[src/rtl/dma_sched.sv]
// Layer DMA scheduler: fetches per-layer parameters, then per-tile FMI loads and compute launches in raster order.
// Optional watchdog on stalled DMA/compute handshakes enabled by defining DMA_SCHED_TIMEOUT_EN.
module dma_sched (
    input  logic       clk,
    input  logic       rst,
    input  logic       start,
    input  logic [7:0] n_tx,
    input  logic [7:0] n_ty,
    input  logic [7:0] tile_w,
    input  logic [7:0] tile_h,
    output logic       s_op,
    output logic [2:0] op,
    output logic [7:0] tx_i,
    output logic [7:0] ty_i,
    output logic [7:0] x_mem_i,
    output logic [7:0] y_mem_i,
    input  logic       e_op,
    output logic       comp_start,
    input  logic       comp_done,
    output logic       busy,
    output logic       done,
    output logic       err
);

    typedef enum logic [2:0] {
        IDLE, LD_INF, LD_KEXP, LD_KPW, LD_FMI, COMP, NEXT, FIN
    } state_t;

    localparam logic [2:0] OP_INF  = 3'd0;
    localparam logic [2:0] OP_KEXP = 3'd1;
    localparam logic [2:0] OP_KPW  = 3'd2;
    localparam logic [2:0] OP_FMI  = 3'd3;

    state_t     state;
    logic [7:0] n_tx_q, n_ty_q, tile_w_q, tile_h_q;
    logic [7:0] tx, ty;
    logic [7:0] x_off, y_off;

    logic       last_col, last_row, layer_end;
    logic [7:0] tx_nxt, ty_nxt, x_nxt, y_nxt;

    // Offsets are accumulated rather than multiplied; mod-256 wrap matches (t*w)[7:0].
    // NOTE: every always_comb output gets a default first, so no path can infer a latch.
    always_comb begin
        last_col  = (tx == n_tx_q - 8'd1);
        last_row  = (ty == n_ty_q - 8'd1);
        layer_end = last_col && last_row;
        tx_nxt    = tx + 8'd1;
        ty_nxt    = ty;
        x_nxt     = x_off + tile_w_q;
        y_nxt     = y_off;
        if (last_col) begin
            tx_nxt = 8'd0;
            ty_nxt = ty + 8'd1;
            x_nxt  = 8'd0;
            y_nxt  = y_off + tile_h_q;
        end
    end

`ifdef DMA_SCHED_TIMEOUT_EN
    logic [15:0] wd;
    logic        err_q;
    logic        counting;

    assign counting = s_op || (state == COMP);
    assign err      = err_q;
`else
    assign err = 1'b0;
`endif

    // NOTE: all sequential state uses non-blocking assignments; later assignments in the block override defaults.
    always_ff @(posedge clk or negedge rst) begin
        if (!rst) begin
            state      <= IDLE;
            n_tx_q     <= '0;
            n_ty_q     <= '0;
            tile_w_q   <= '0;
            tile_h_q   <= '0;
            tx         <= '0;
            ty         <= '0;
            x_off      <= '0;
            y_off      <= '0;
            s_op       <= 1'b0;
            op         <= OP_INF;
            tx_i       <= '0;
            ty_i       <= '0;
            x_mem_i    <= '0;
            y_mem_i    <= '0;
            comp_start <= 1'b0;
            busy       <= 1'b0;
            done       <= 1'b0;
`ifdef DMA_SCHED_TIMEOUT_EN
            wd         <= '0;
            err_q      <= 1'b0;
`endif
        end else begin
            comp_start <= 1'b0;
            done       <= 1'b0;
`ifdef DMA_SCHED_TIMEOUT_EN
            wd <= counting ? wd + 16'd1 : 16'd0;
`endif
            case (state)
                IDLE: begin
                    if (start) begin
                        state    <= LD_INF;
                        n_tx_q   <= n_tx;
                        n_ty_q   <= n_ty;
                        tile_w_q <= tile_w;
                        tile_h_q <= tile_h;
                        tx       <= '0;
                        ty       <= '0;
                        x_off    <= '0;
                        y_off    <= '0;
                        op       <= OP_INF;
                        busy     <= 1'b1;
`ifdef DMA_SCHED_TIMEOUT_EN
                        wd       <= '0;
                        err_q    <= 1'b0;
`endif
                    end
                end

                LD_INF, LD_KEXP, LD_KPW, LD_FMI: begin
                    // First cycle in each load state keeps s_op low, guaranteeing a gap between requests.
                    if (!s_op) begin
                        s_op <= 1'b1;
                    end else if (e_op) begin
                        s_op <= 1'b0;
`ifdef DMA_SCHED_TIMEOUT_EN
                        wd   <= '0;
`endif
                        case (state)
                            LD_INF: begin
                                state <= LD_KEXP;
                                op    <= OP_KEXP;
                            end
                            LD_KEXP: begin
                                state <= LD_KPW;
                                op    <= OP_KPW;
                            end
                            LD_KPW: begin
                                if (n_tx_q == 8'd0 || n_ty_q == 8'd0) begin
                                    state <= FIN;
                                    op    <= OP_INF;
                                    done  <= 1'b1;
                                end else begin
                                    state <= LD_FMI;
                                    op    <= OP_FMI;
                                end
                            end
                            default: begin
                                state      <= COMP;
                                op         <= OP_INF;
                                tx_i       <= '0;
                                ty_i       <= '0;
                                x_mem_i    <= '0;
                                y_mem_i    <= '0;
                                comp_start <= 1'b1;
                            end
                        endcase
                    end
                end

                COMP: begin
                    if (comp_done) begin
                        state <= NEXT;
`ifdef DMA_SCHED_TIMEOUT_EN
                        wd    <= '0;
`endif
                    end
                end

                NEXT: begin
                    tx    <= tx_nxt;
                    ty    <= ty_nxt;
                    x_off <= x_nxt;
                    y_off <= y_nxt;
                    if (layer_end) begin
                        state <= FIN;
                        done  <= 1'b1;
                    end else begin
                        state   <= LD_FMI;
                        op      <= OP_FMI;
                        tx_i    <= tx_nxt;
                        ty_i    <= ty_nxt;
                        x_mem_i <= x_nxt;
                        y_mem_i <= y_nxt;
                    end
                end

                FIN: begin
                    state <= IDLE;
                    busy  <= 1'b0;
                end

                default: begin
                    state <= IDLE;
                    busy  <= 1'b0;
                end
            endcase

`ifdef DMA_SCHED_TIMEOUT_EN
            // A stalled handshake abandons the layer; err holds until reset or the next start.
            if (counting && wd == 16'hFFFF) begin
                state      <= IDLE;
                err_q      <= 1'b1;
                s_op       <= 1'b0;
                op         <= OP_INF;
                tx_i       <= '0;
                ty_i       <= '0;
                x_mem_i    <= '0;
                y_mem_i    <= '0;
                comp_start <= 1'b0;
                busy       <= 1'b0;
                done       <= 1'b0;
                wd         <= '0;
            end
`endif
        end
    end

endmodule

[config.mk]
export PLATFORM = sky130hd
export DESIGN_NAME = dma_sched
export DESIGN_NICKNAME = d
export VERILOG_FILES = /design/src/rtl/dma_sched.sv
export SDC_FILE = /design/constraint.sdc
export NUM_CORES = 1
export LEC_CHECK = 0
export CORE_MARGIN = 3
export CORE_UTILIZATION = 37
export DETAILED_ROUTE_END_ITERATION = 10
export PLACE_DENSITY_LB_ADDON = 0.1
export SLEW_MARGIN = 20
export SYNTH_ARGS = -nofsm -noshare
export SYNTH_HDL_FRONTEND = slang
export SYNTH_SLANG_ARGS = --single-unit
[constraint.sdc]
create_clock -name clk -period 2.5 [get_ports clk]
set_clock_uncertainty 0.05 [all_clocks]
set_input_delay 0.25 -clock clk [delete_from_list [all_inputs] [get_ports clk]]
set_output_delay 0.25 -clock clk [all_outputs]
set_load 0.02 [all_outputs]
==> flow_summary_export.csv <==
group,metric,value,unit
status,outcome,"finished clean",
floorplanning,die_w,129,um
placed_design,place.gp.congestion,0.884,
critical_path,cp-end-kind,"flip-flop",
sta,hold_viol,0,
grt,grt.total_usage,17.6,%
clock_tree,cts.sink_count,105,
placed_design,hpwlAfterDp,9.97,mm
placed_design,portBuffers,74,
power,peakVddDrop,0.537,mV
routing,first_pass_iters,5,
placed_design,place_ws,-28.8,ps
floorplanning,initial_core_util,38.3,%
yosys,syn-instance-count,536,
flow_run,maxCapViolations,0,
routing,ant_nets,0,
sta,clock.fmax,0.410,GHz
floorplanning,io_pins,77,
routing,route.detailed.drc,0,
clock_tree,cts_tree,"done",
sta,setup_viol,0,
yosys,ys_seq_area_share,46.7,%
grt,grt_pass1_wl,23.1,mm
critical_path,cp-start-kind,"flip-flop",
routing,drt-initial-drc-count,232,
placed_design,dp_cells,800,
power,finalPower,8.65,mW
routing,via_count,4374,
sta,slew_violations,0,
finish,diodes,0,
critical_path,r2r-start,"n_tx_q[0]",
finish,instances_no_fill,819,
sta,fin_crit_sh,97.6,%
yosys,synth.distinct_cells,65,
hold_path,hold_class,"primary input to asynchronous set/reset pin",
yosys,yosys_warnings,0,
grt,antenna_found_initial,0,
yosys,avgSynthCellArea,10.5,um2
routing,wirelength,14.1,mm
critical_path,arrival,2660,ps
clock_tree,cts_buffer_depth,2,
finish,drive_gt1_share,18.4,%
clock_tree,clk_pin_slew_worst_paths,70,ps
floorplanning,die_h,129,um
finish,layout.nets,689,
critical_path,critical_path.startpoint,"n_tx_q[0]",
finish,design_area,7210,um2
critical_path,cp_max_fo,4,
grt,grt_pass1_vias,4472,
critical_path,critical_path_class,"flip-flop to flip-flop",
power,cellLeakagePower,3.08,nW
sta,layout_min_cycle_time,2440,ps
critical_path,worstPathRequired,2720,ps
yosys,synth-async-reset-ratio,100,%
sta,holdWs,333,ps
placed_design,place_area,6770,um2
yosys,syn-cell-area,5630,um2
power,p_per_area,1200,nW/um2
floorplanning,rows,44,
sta,setup_ws,60.7,ps
sta,tightestPinTransition,599,ps
finish,final_common_cell,"dfrtp_1",
critical_path,worstReg2RegEnd,"ty_i[7]",
sta,maxSlewHeadroom,59.7,%
critical_path,worstRegToRegCells,9,
yosys,ys_seq_elements,105,
finish,final_cell_mix,"dfrtp_1 (104), clkdlybuf4s50_1 (73), nand2_1 (50)",
routing,vias_per_cell,5.34,
yosys,synthFlopType,"dfrtp_1",
grt,globalRoute.totalOverflow,0,
floorplanning,coreArea,14700,um2
yosys,synth_edf_count,0,
finish,areaGrowthSynthToFinish,28.0,%
clock_tree,cts_root_buf,"clkbuf_16",
clock_tree,ctsHtreeMaxLevel,3,
routing,routedWlPerCell,17.2,um
floorplanning,dieArea,16700,um2
clock_tree,cts-buffers-inserted,9,
grt,grt_max_degree,73,
clock_tree,clkLatencyLatePin,360,ps
critical_path,rrSetupSlack,60,ps
-- final cells by class --
cell class | count | area [um2]
Fill cell | 1374 | 7490
Inverter | 19 | 71.3
Timing Repair Buffer | 112 | 1090
Clock inverter | 4 | 53.8
Sequential cell | 105 | 2630
Tap cell | 184 | 230
Multi-Input combinational cell | 384 | 2890
Clock buffer | 11 | 243
-- worst max path at each step --
| stage | endpoint | slack (ps) | cells past startpoint |
|---|---|---|---|
| 2_1_floorplan | op[0] | 220 | 6 |
| 3_3_place_gp | op[0] | 50 | 8 |
| 3_5_place_dp | op[1] | -30 | 8 |
| 4_1_cts | op[0] | 30 | 10 |
| 5_1_grt | op[0] | -50 | 9 |
| 6_report | ty_i[7] | 60 | 9 |
-- power by group --
part,leakage [nW],switching (mW),internal [mW]
registers,1.36,0.549,2.33
clock network,0.138,0.644,0.801
logic,1.58,2.23,2.09
total,3.08,3.43,5.22
-- timing repair --
action	4_1_cts	5_1_grt
endpoints found under the hold margin	33	0
resized for setup	1	20
endpoints found under the setup margin	2	43
hold buffers	1	0
pin swaps	2	6
buffers inserted	0	3
-- per-stage QoR --
stage	util, %	TNS, ps
CTS	48.2	0
global placement	46.1	0
global route	49.0	-294
finish	49.0	0
floorplan	-	0
detailed placement	46.1	-65.2
-- worst max-delay path, stage by stage, from the launching register on --
cell,delay [ps]
dfrtp_2,440
inv_1,130
ha_4,220
xnor2_2,140
nor3_2,270
o2111ai_4,200
buf_4,200
or3_4,390
xnor2_1,130
o31ai_1,180
-- cells by family (layout without fill, tap and decap cells) --
logic type	after synthesis	after routing	synth area share [%]
buf+inv	48	146	3.93
xor+xnor	42	42	6.54
compound gates	145	145	17.4
simple gates	131	131	12.1
flops	105	105	46.7
mux	43	43	8.34
fa+ha+maj	21	21	4.94
other cells	1	2	0.0666
-- cells in the mapped netlist (2+ instances only) --
library cell / n / area share, %
dfrtp_1: 105 / 47
a21oi_1: 20 / 1.8
and2_1: 2 / 0.22
nor3_2: 2 / 0.36
nor2_1: 17 / 1.1
or2_2: 4 / 0.44
xnor2_1: 28 / 4.4
and3_1: 3 / 0.33
o21a_1: 2 / 0.27
nand2b_1: 3 / 0.33
fa_1: 2 / 0.71
o21bai_1: 2 / 0.27
ha_1: 19 / 4.2
or3_1: 3 / 0.33
buf_2: 6 / 0.53
o21ai_0: 47 / 4.2
buf_6: 3 / 0.60
nand3_1: 10 / 0.89
o2bb2ai_1: 4 / 0.62
a21boi_0: 2 / 0.27
mux2i_1: 12 / 2.1
nand2_1: 50 / 3.3
nand4_1: 3 / 0.33
xor2_1: 14 / 2.2
a31oi_1: 4 / 0.44
mux2_2: 31 / 6.2
inv_1: 19 / 1.3
buf_4: 2 / 0.27
o31ai_1: 17 / 2.3
o21ai_1: 4 / 0.36
a21o_1: 7 / 0.93
a22o_1: 19 / 3.0
nor4_1: 2 / 0.22
nor3_1: 12 / 1.1
nor2_2: 2 / 0.22
nand3b_1: 6 / 0.80
clkbuf_1: 15 / 1.0
a211oi_1: 3 / 0.40
clkbuf_2: 3 / 0.27
a21oi_2: 2 / 0.31
-- layer usage --
| metal | global-route usage [%] | vias up | part of all wire (%) |
|---|---|---|---|
| met5 | 0 | - | 0 |
| met4 | 5.93 | 0 | 1.7 |
| met3 | 3.79 | 17 | 4.0 |
| met2 | 27.7 | 89 | 48 |
| met1 | 24.1 | 2162 | 47 |
| li1 | - | 2106 | - |
-- registers in the layout, summed over array words and instances (netlist names), 2 cells and up --
register	cells
n_tx_q	8
n_ty_q	8
op	2
state	3
tile_h_q	8
tile_w_q	8
tx	8
tx_i	8
ty	8
ty_i	8
x_mem_i	8
x_off	8
y_mem_i	8
y_off	8
No activity file was read; power rests on OpenSTA's default activity.
